File: config.mk
export PLATFORM = sky130hd
export DESIGN_NAME = register_file
export DESIGN_NICKNAME = d
export VERILOG_FILES = /design/src/rtl/register_file_pkg.sv /design/src/rtl/register_file_rf_read_port.sv /design/src/rtl/register_file.sv
export SDC_FILE = /design/constraint.sdc
export NUM_CORES = 2
export LEC_CHECK = 0
export ABC_AREA = 1
export BUFFER_PORTS_ARGS = -buffer_cell sky130_fd_sc_hd__buf_2
export CELL_PAD_IN_SITES_DETAIL_PLACEMENT = 0
export CELL_PAD_IN_SITES_GLOBAL_PLACEMENT = 1
export CORE_MARGIN = 1
export CORE_UTILIZATION = 40
export DETAILED_ROUTE_END_ITERATION = 10
export PLACE_DENSITY = 0.79
export SETUP_SLACK_MARGIN = 0.1
export SYNTH_ARGS = -nofsm -noshare
export SYNTH_HDL_FRONTEND = slang
export SYNTH_SLANG_ARGS = --single-unit
File: constraint.sdc
create_clock -name clk_in -period 5.6 [get_ports clk_in]
set_input_delay 0.84 -clock clk_in [delete_from_list [all_inputs] [get_ports clk_in]]
set_output_delay 0.84 -clock clk_in [all_outputs]
set_load 0.01 [all_outputs]
File: src/rtl/register_file_pkg.sv
// Shared constants for the rename-aware architectural register file.
// These constants take the place of the REG_NUM / ROB_INDEX_BIT entries in const.v.
package register_file_pkg;

    localparam int DEF_REG_NUM       = 32;
    localparam int DEF_XLEN          = 32;
    localparam int DEF_ROB_INDEX_BIT = 4;
    localparam int REG_IDX_BIT       = 5;

endpackage

File: src/rtl/register_file_rf_read_port.sv
// Combinational operand lookup: returns a register's value, or the ROB id of its producer.
// A tag-matching commit in the current cycle is forwarded so that dispatch sees the value immediately.
module rf_read_port
    import register_file_pkg::*;
#(
    parameter int REG_NUM       = DEF_REG_NUM,
    parameter int XLEN          = DEF_XLEN,
    parameter int ROB_INDEX_BIT = DEF_ROB_INDEX_BIT
) (
    input  logic [REG_IDX_BIT-1:0]   rs,
    input  logic [XLEN-1:0]          reg_val  [REG_NUM],
    input  logic                     reg_busy [REG_NUM],
    input  logic [ROB_INDEX_BIT-1:0] reg_tag  [REG_NUM],
    input  logic                     commit_en,
    input  logic [REG_IDX_BIT-1:0]   commit_rd,
    input  logic [XLEN-1:0]          commit_val,
    input  logic [ROB_INDEX_BIT-1:0] commit_rob_id,
    output logic [XLEN-1:0]          val,
    output logic                     busy,
    output logic [ROB_INDEX_BIT-1:0] rob_id
);

    always_comb begin
        val    = '0;
        busy   = 1'b0;
        rob_id = '0;
        if (rs != '0) begin
            val    = reg_val[rs];
            busy   = reg_busy[rs];
            rob_id = reg_tag[rs];
            // The producer is retiring this cycle, so its value can be forwarded.
            if (reg_busy[rs] && commit_en && commit_rd == rs && reg_tag[rs] == commit_rob_id) begin
                busy = 1'b0;
                val  = commit_val;
            end
        end
    end

endmodule

File: src/rtl/register_file.sv
// Architectural register file with rename tags. Issue marks registers busy, and ROB commit
// writes back values and releases the tags. Two combinational operand read ports.
module register_file
    import register_file_pkg::*;
#(
    parameter int REG_NUM       = DEF_REG_NUM,
    parameter int XLEN          = DEF_XLEN,
    parameter int ROB_INDEX_BIT = DEF_ROB_INDEX_BIT
) (
    input  logic                     clk_in,
    input  logic                     rst_in,
    input  logic                     rdy_in,
    input  logic                     clear_in,
    input  logic                     issue_req,
    input  logic [REG_IDX_BIT-1:0]   issue_rd,
    input  logic [ROB_INDEX_BIT-1:0] issue_rob_id,
    input  logic [REG_IDX_BIT-1:0]   commit_rd,
    input  logic [XLEN-1:0]          commit_val,
    input  logic [ROB_INDEX_BIT-1:0] commit_rob_id,
    input  logic [REG_IDX_BIT-1:0]   rs1_in,
    output logic [XLEN-1:0]          rs1_val,
    output logic                     rs1_busy,
    output logic [ROB_INDEX_BIT-1:0] rs1_rob_id,
    input  logic [REG_IDX_BIT-1:0]   rs2_in,
    output logic [XLEN-1:0]          rs2_val,
    output logic                     rs2_busy,
    output logic [ROB_INDEX_BIT-1:0] rs2_rob_id
);

    logic [XLEN-1:0]          reg_val  [REG_NUM];
    logic                     reg_busy [REG_NUM];
    logic [ROB_INDEX_BIT-1:0] reg_tag  [REG_NUM];

    logic commit_en;
    logic commit_hit;
    logic issue_en;

    assign commit_en  = rdy_in && (commit_rd != '0);
    assign commit_hit = reg_busy[commit_rd] && (reg_tag[commit_rd] == commit_rob_id);
    assign issue_en   = issue_req && (issue_rd != '0);

    // x0 is never written after reset, so it stays at value 0 and is never busy.
    // Within the else branch, the later issue assignment overrides the commit release of busy.
    always_ff @(posedge clk_in) begin
        if (rst_in) begin
            for (int i = 0; i < REG_NUM; i++) begin
                reg_val[i]  <= '0;
                reg_busy[i] <= 1'b0;
                reg_tag[i]  <= '0;
            end
        end else if (rdy_in) begin
            if (commit_en) begin
                reg_val[commit_rd] <= commit_val;
            end
            if (clear_in) begin
                for (int i = 0; i < REG_NUM; i++) begin
                    reg_busy[i] <= 1'b0;
                    reg_tag[i]  <= '0;
                end
            end else begin
                if (commit_en && commit_hit) begin
                    reg_busy[commit_rd] <= 1'b0;
                end
                if (issue_en) begin
                    reg_busy[issue_rd] <= 1'b1;
                    reg_tag[issue_rd]  <= issue_rob_id;
                end
            end
        end
    end

    rf_read_port #(
        .REG_NUM      (REG_NUM),
        .XLEN         (XLEN),
        .ROB_INDEX_BIT(ROB_INDEX_BIT)
    ) u_read_rs1 (
        .rs           (rs1_in),
        .reg_val      (reg_val),
        .reg_busy     (reg_busy),
        .reg_tag      (reg_tag),
        .commit_en    (commit_en),
        .commit_rd    (commit_rd),
        .commit_val   (commit_val),
        .commit_rob_id(commit_rob_id),
        .val          (rs1_val),
        .busy         (rs1_busy),
        .rob_id       (rs1_rob_id)
    );

    rf_read_port #(
        .REG_NUM      (REG_NUM),
        .XLEN         (XLEN),
        .ROB_INDEX_BIT(ROB_INDEX_BIT)
    ) u_read_rs2 (
        .rs           (rs2_in),
        .reg_val      (reg_val),
        .reg_busy     (reg_busy),
        .reg_tag      (reg_tag),
        .commit_en    (commit_en),
        .commit_rd    (commit_rd),
        .commit_val   (commit_val),
        .commit_rob_id(commit_rob_id),
        .val          (rs2_val),
        .busy         (rs2_busy),
        .rob_id       (rs2_rob_id)
    );

endmodule
[Yosys cells after proc, flatten, opt, wreduce, memory -nomap -nowiden]
Cells that the tools add are included.
Storage, ports and cells
  bits in registers: 1184
  word-level logic and storage cells: 185
  input bits: 65
Cells by class
  muxes and demuxes: 52
  eq/ne operators: 5
  reduce and logical (&&, ||, !) cells: 19
  bitwise operators: 7
  magnitude comparators: 6
Operators with widths (count)
  $bwmux W1024: 1
  $mux W32: 15
  $bmux W32 S5: 2
  $mux W128: 2
  $demux W32 S5: 1
  $bwmux W128: 1
  $bmux W4 S5: 3
  $mux W4: 9
  $and A32 B32 Y32: 1
  $not A32 Y32: 1
  $or A32 B32 Y32: 1
  $ge A6 B6 Y1 const B: 4
  $not A5 Y6: 4
  $demux W4 S5: 1
  $reduce_bool A5 Y1: 4
  $bmux W1 S5: 3
  $eq A4 B4 Y1: 3
  $logic_and A1 B1 Y1: 12
  $lt A6 B1 Y1 const B: 2
  $mux W1: 12
  $demux W1 S5: 2
  $eq A5 B5 Y1: 2
  $reduce_and A2 Y1: 2
  $reduce_bool A2 Y1: 1

[Logic depth before layout (Yosys ltp)]
  depth after elaboration: 14
  depth in mapped cells: 20

[Hierarchy]
A second synthesis with hierarchy kept.
Second synthesis, totals
  cell total of the unflattened synthesis: 11159
  area, all modules: 67709.9 um^2
Modules (own cells, without submodules)
  register_file: cells each 5921, times used 1, area an instance 43481.7 um^2
  rf_read_port: cells each 2619, times used 2, area an instance 12114.1 um^2

[Worst setup path before layout]
OpenSTA, ideal clock, no wires.
  path type: input to output
  start: input port rs1_in[0]
  end: output port rs1_val[0]
  stages: 14
  arrival time: 2.561 ns
  buffers on the path: 4
  required time: 4.760 ns
  setup slack: 2.199 ns
  cell sequence: buf_4 -> inv_4 -> buf_6 -> nor2_1 -> o22ai_1 -> nor2_1 -> or3_1 -> a21oi_2 -> nand2_1 -> nor2_2 -> buf_4 -> buf_4 -> a21oi_1 -> nor2_1
Between the ends
  longest elaborated chain between the ends: 9
  elaborated cells between the ends (all ways): 18
  those cells by class: eq/ne: 2; mux: 11; bitwise: 1; reduce/logical: 4
RTL lines
  start, declared: line register_file.sv:20  | input logic [REG_IDX_BIT-1:0] rs1_in,
  parallel branches: the longest is 8 deep, another holds $mux W32
  $mux W32 (*): line register_file_rf_read_port.sv:27  | if (rs != '0) begin
  end, declared: line register_file.sv:21  | output logic [XLEN-1:0] rs1_val,
Mark *: on every way between the ends. The select of a mux whose other input is x is not followed.

[Worst setup path after layout]
  start: input port rs1_in[0]
  end: output port rs1_val[23]
Same word-level chain as after synthesis.

==> impl_metrics.tcl <==
set metrics [dict create \
    status "completed" \
    slew_viol_final 0 \
    synthCells 9689 \
    grt_max_degree 194 \
    r2r_start "reg_tag[42]" \
    synth_top_cell_area_share_pct 36.2 \
    setup.worst_path.start "rs1_in[0]" \
    port_buffers 138 \
    leakage_nw 24.5 \
    hold_buffers 0 \
    tns_ps 0 \
    grt_setup_unrepaired "no" \
    ant_nets 0 \
    drt_iter0_drc 8472 \
    dieArea_um2 165000 \
    synth.distinct_cells 41 \
    path_clk_slew_ps 60 \
    crit_chain "buf_8, buf_4, o21ai_0, a21oi_1, nor3_1, o311ai_0, nand2_1, a21oi_1, nor2_1, buf_4, buf_2" \
    hp-class "in2reg" \
    drt-wirelength-per-cell_um 24.8 \
    synthFlopType "dfxtp_1" \
    hold_viol 0 \
    globalRouteOverflowTotal 0 \
    hold_end "reg_tag[17]" \
    syn-cell-area_um2 65500 \
    start_util_pct 40.3 \
    worstReg2RegEnd "reg_busy[24]" \
    final_nets 9201 \
    final_cells 11400 \
    fillers 16700 \
    synth_area_leaders "dfxtp_1 36%, a211oi_1 13%, nand2_1 9.8%" \
    grt_pass1_vias 63700 \
    ys_ff_latch 1184 \
    yosysWarningCount 0 \
    die_h_um 407 \
    period_share_pct 93.9 \
    tightest_slew_ps 1330 \
    slew_headroom_pct 11.2 \
    async_flop_share_pct 0 \
    die_x_um 407 \
    clock.fmax_mhz 190 \
    num_rows 148 \
    area_growth_pct 9.49 \
    grtUsageTotal_pct 33.1 \
    vias 70600 \
    skew_ps 38.7 \
    setup_violations 0 \
    synth_common_cells "1,717 x nand2_1, 1,375 x nor2_1, 1,256 x a21oi_1" \
    crit_buf_inv 4 \
    path_max_fanout 70 \
    crit_arrival_ps 4420 \
    irDropWorstVdd_uv 262 \
    slowest_stage "o311ai_0" \
    drc 0 \
    p_per_area_nw_per_um2 291 \
    reg2reg_slack_ps 3290 \
    clockBufferDepth 3 \
    drive_gt1_share_pct 6.75 \
    crit_required_ps 4760 \
    total_power_mw 20.9 \
    pin_count 139 \
    syn_nets 9754 \
    avgSynthCellArea_um2 6.76 \
    cts_buffers 140 \
    cts_root_buf "clkbuf_16" \
    slowest_delay_ps 690 \
    cts_sinks 1184 \
    coreArea_um2 163000 \
    cap_violations 0 \
    vias_per_cell 6.18 \
    crit_family "compound AO/OA/AOI/OAI gates" \
    yosysSeqAreaShare_pct 36.2 \
    worst_setup_path_end_kind "output port" \
    cts_max_level 4 \
    drt_wl_total_um 283000 \
    ctsResizeCount 0 \
    antenna_found_initial 9 \
    place_congestion 0.952 \
    hp-start "issue_rob_id[1]" \
    startpoint_type "primary input" \
    place_inst 11200 \
    synth_area_leader_cell "dfxtp_1" \
    hold_depth 3 \
    synth_edf_count 0 \
    yosysMostFrequentCell "nand2_1" \
    r2r_cells 17 \
    dp_hpwl_um 158000 \
    fin_crit_ps 5260 \
    first_pass_iters 7 \
    postCtsSetupRepairBufs 0 \
    clock_latency_ps 800 \
    tritoncts "built" \
    crit_type "in2out" \
    grt_pass1_wl_um 417000 \
]
registers in the layout (all words and copies together) (netlist names):
signal    cells
reg_busy     32
reg_val    1024
reg_tag     128
through the flow:
step	cell area [µm²]	hold slack (ps)	setup WS, ps	util (%)
2_1_floorplan	65500	424	2200	-
5_1_grt	71700	361	402	44.1
4_1_cts	71700	326	583	44.1
3_5_place_dp	67100	441	600	41.2
3_3_place_gp	67100	435	592	41.2
6_report	71700	360	341	44.1
tightest hold or removal path: stages:
cell and delay (ps):
buf_2 110, nand4_1 80, a21oi_1 60
worst max-delay path by stage:
| stage | to | slack (ps) | cells after the start |
|---|---|---|---|
| after detailed placement | rs1_val[23] | 600 | 11 |
| after floorplan | rs1_val[0] | 2200 | 14 |
| final | rs1_val[23] | 340 | 11 |
| after global placement | rs1_val[23] | 590 | 11 |
| after CTS | rs1_val[23] | 580 | 11 |
| after global routing | rs1_val[23] | 400 | 11 |
cells by family (layout without fill, tap and decap cells):
family                    Yosys count  in the layout  synth area share (%)
AOI/OAI and AO/OA                3382           3382                  32.1
xor gates and xnor gates            9              9                 0.120
buffers and inverters            1439            992                  9.32
DFF                              1184           1184                  36.2
other                               0              3                     0
and+or+nand+nor                  3675           3675                  22.3
power by group:
group          internal (mW)  total [mW]  leakage, nW  switching (mW)
logic                  0.697        2.84         12.6            2.15
registers               8.55        8.64         9.57          0.0934
clock network           5.44        9.38         2.31            3.94
area by class of cell:
| cell class | count | area, µm² | share of cell area, % |
|---|---|---|---|
| inverters | 402 | 1560 | 2.18 |
| diodes | 3 | 7.51 | 0.0105 |
| repair buffers | 342 | 3090 | 4.30 |
| well taps | 2175 | 2720 | 3.79 |
| multi-input cells | 7066 | 36000 | 50.2 |
| clock inverters | 52 | 607 | 0.846 |
| flip-flops and latches | 1184 | 23700 | 33.0 |
| clock buffers | 196 | 4050 | 5.64 |
layout by cell type, fill, tap and decap left out, types with 12 or more instances in the layout:
cell,n
nand2_1,1717
nor2_1,1336
a21oi_1,1256
dfxtp_1,1184
a211oi_1,1114
o21ai_0,587
nand3_1,437
inv_1,387
buf_4,145
clkbuf_16,142
buf_2,127
o311ai_0,99
nor3_1,83
buf_12,63
o211ai_1,58
a221oi_1,57
nand4_1,55
o311ai_1,55
a22oi_1,41
nor2_4,37
o31ai_1,34
clkinv_2,30
clkbuf_8,30
o21ai_1,26
clkbuf_1,25
o221ai_1,12
per-layer routing:
metal	vias up	track usage, %	routed length [µm]
met5	-	0	106
met4	14	17.2	15300
met3	803	6.73	29500
met2	3975	50.0	121000
met1	32900	44.2	117000
li1	32900	-	-
Note: power is estimated with default switching activity, not from simulation.
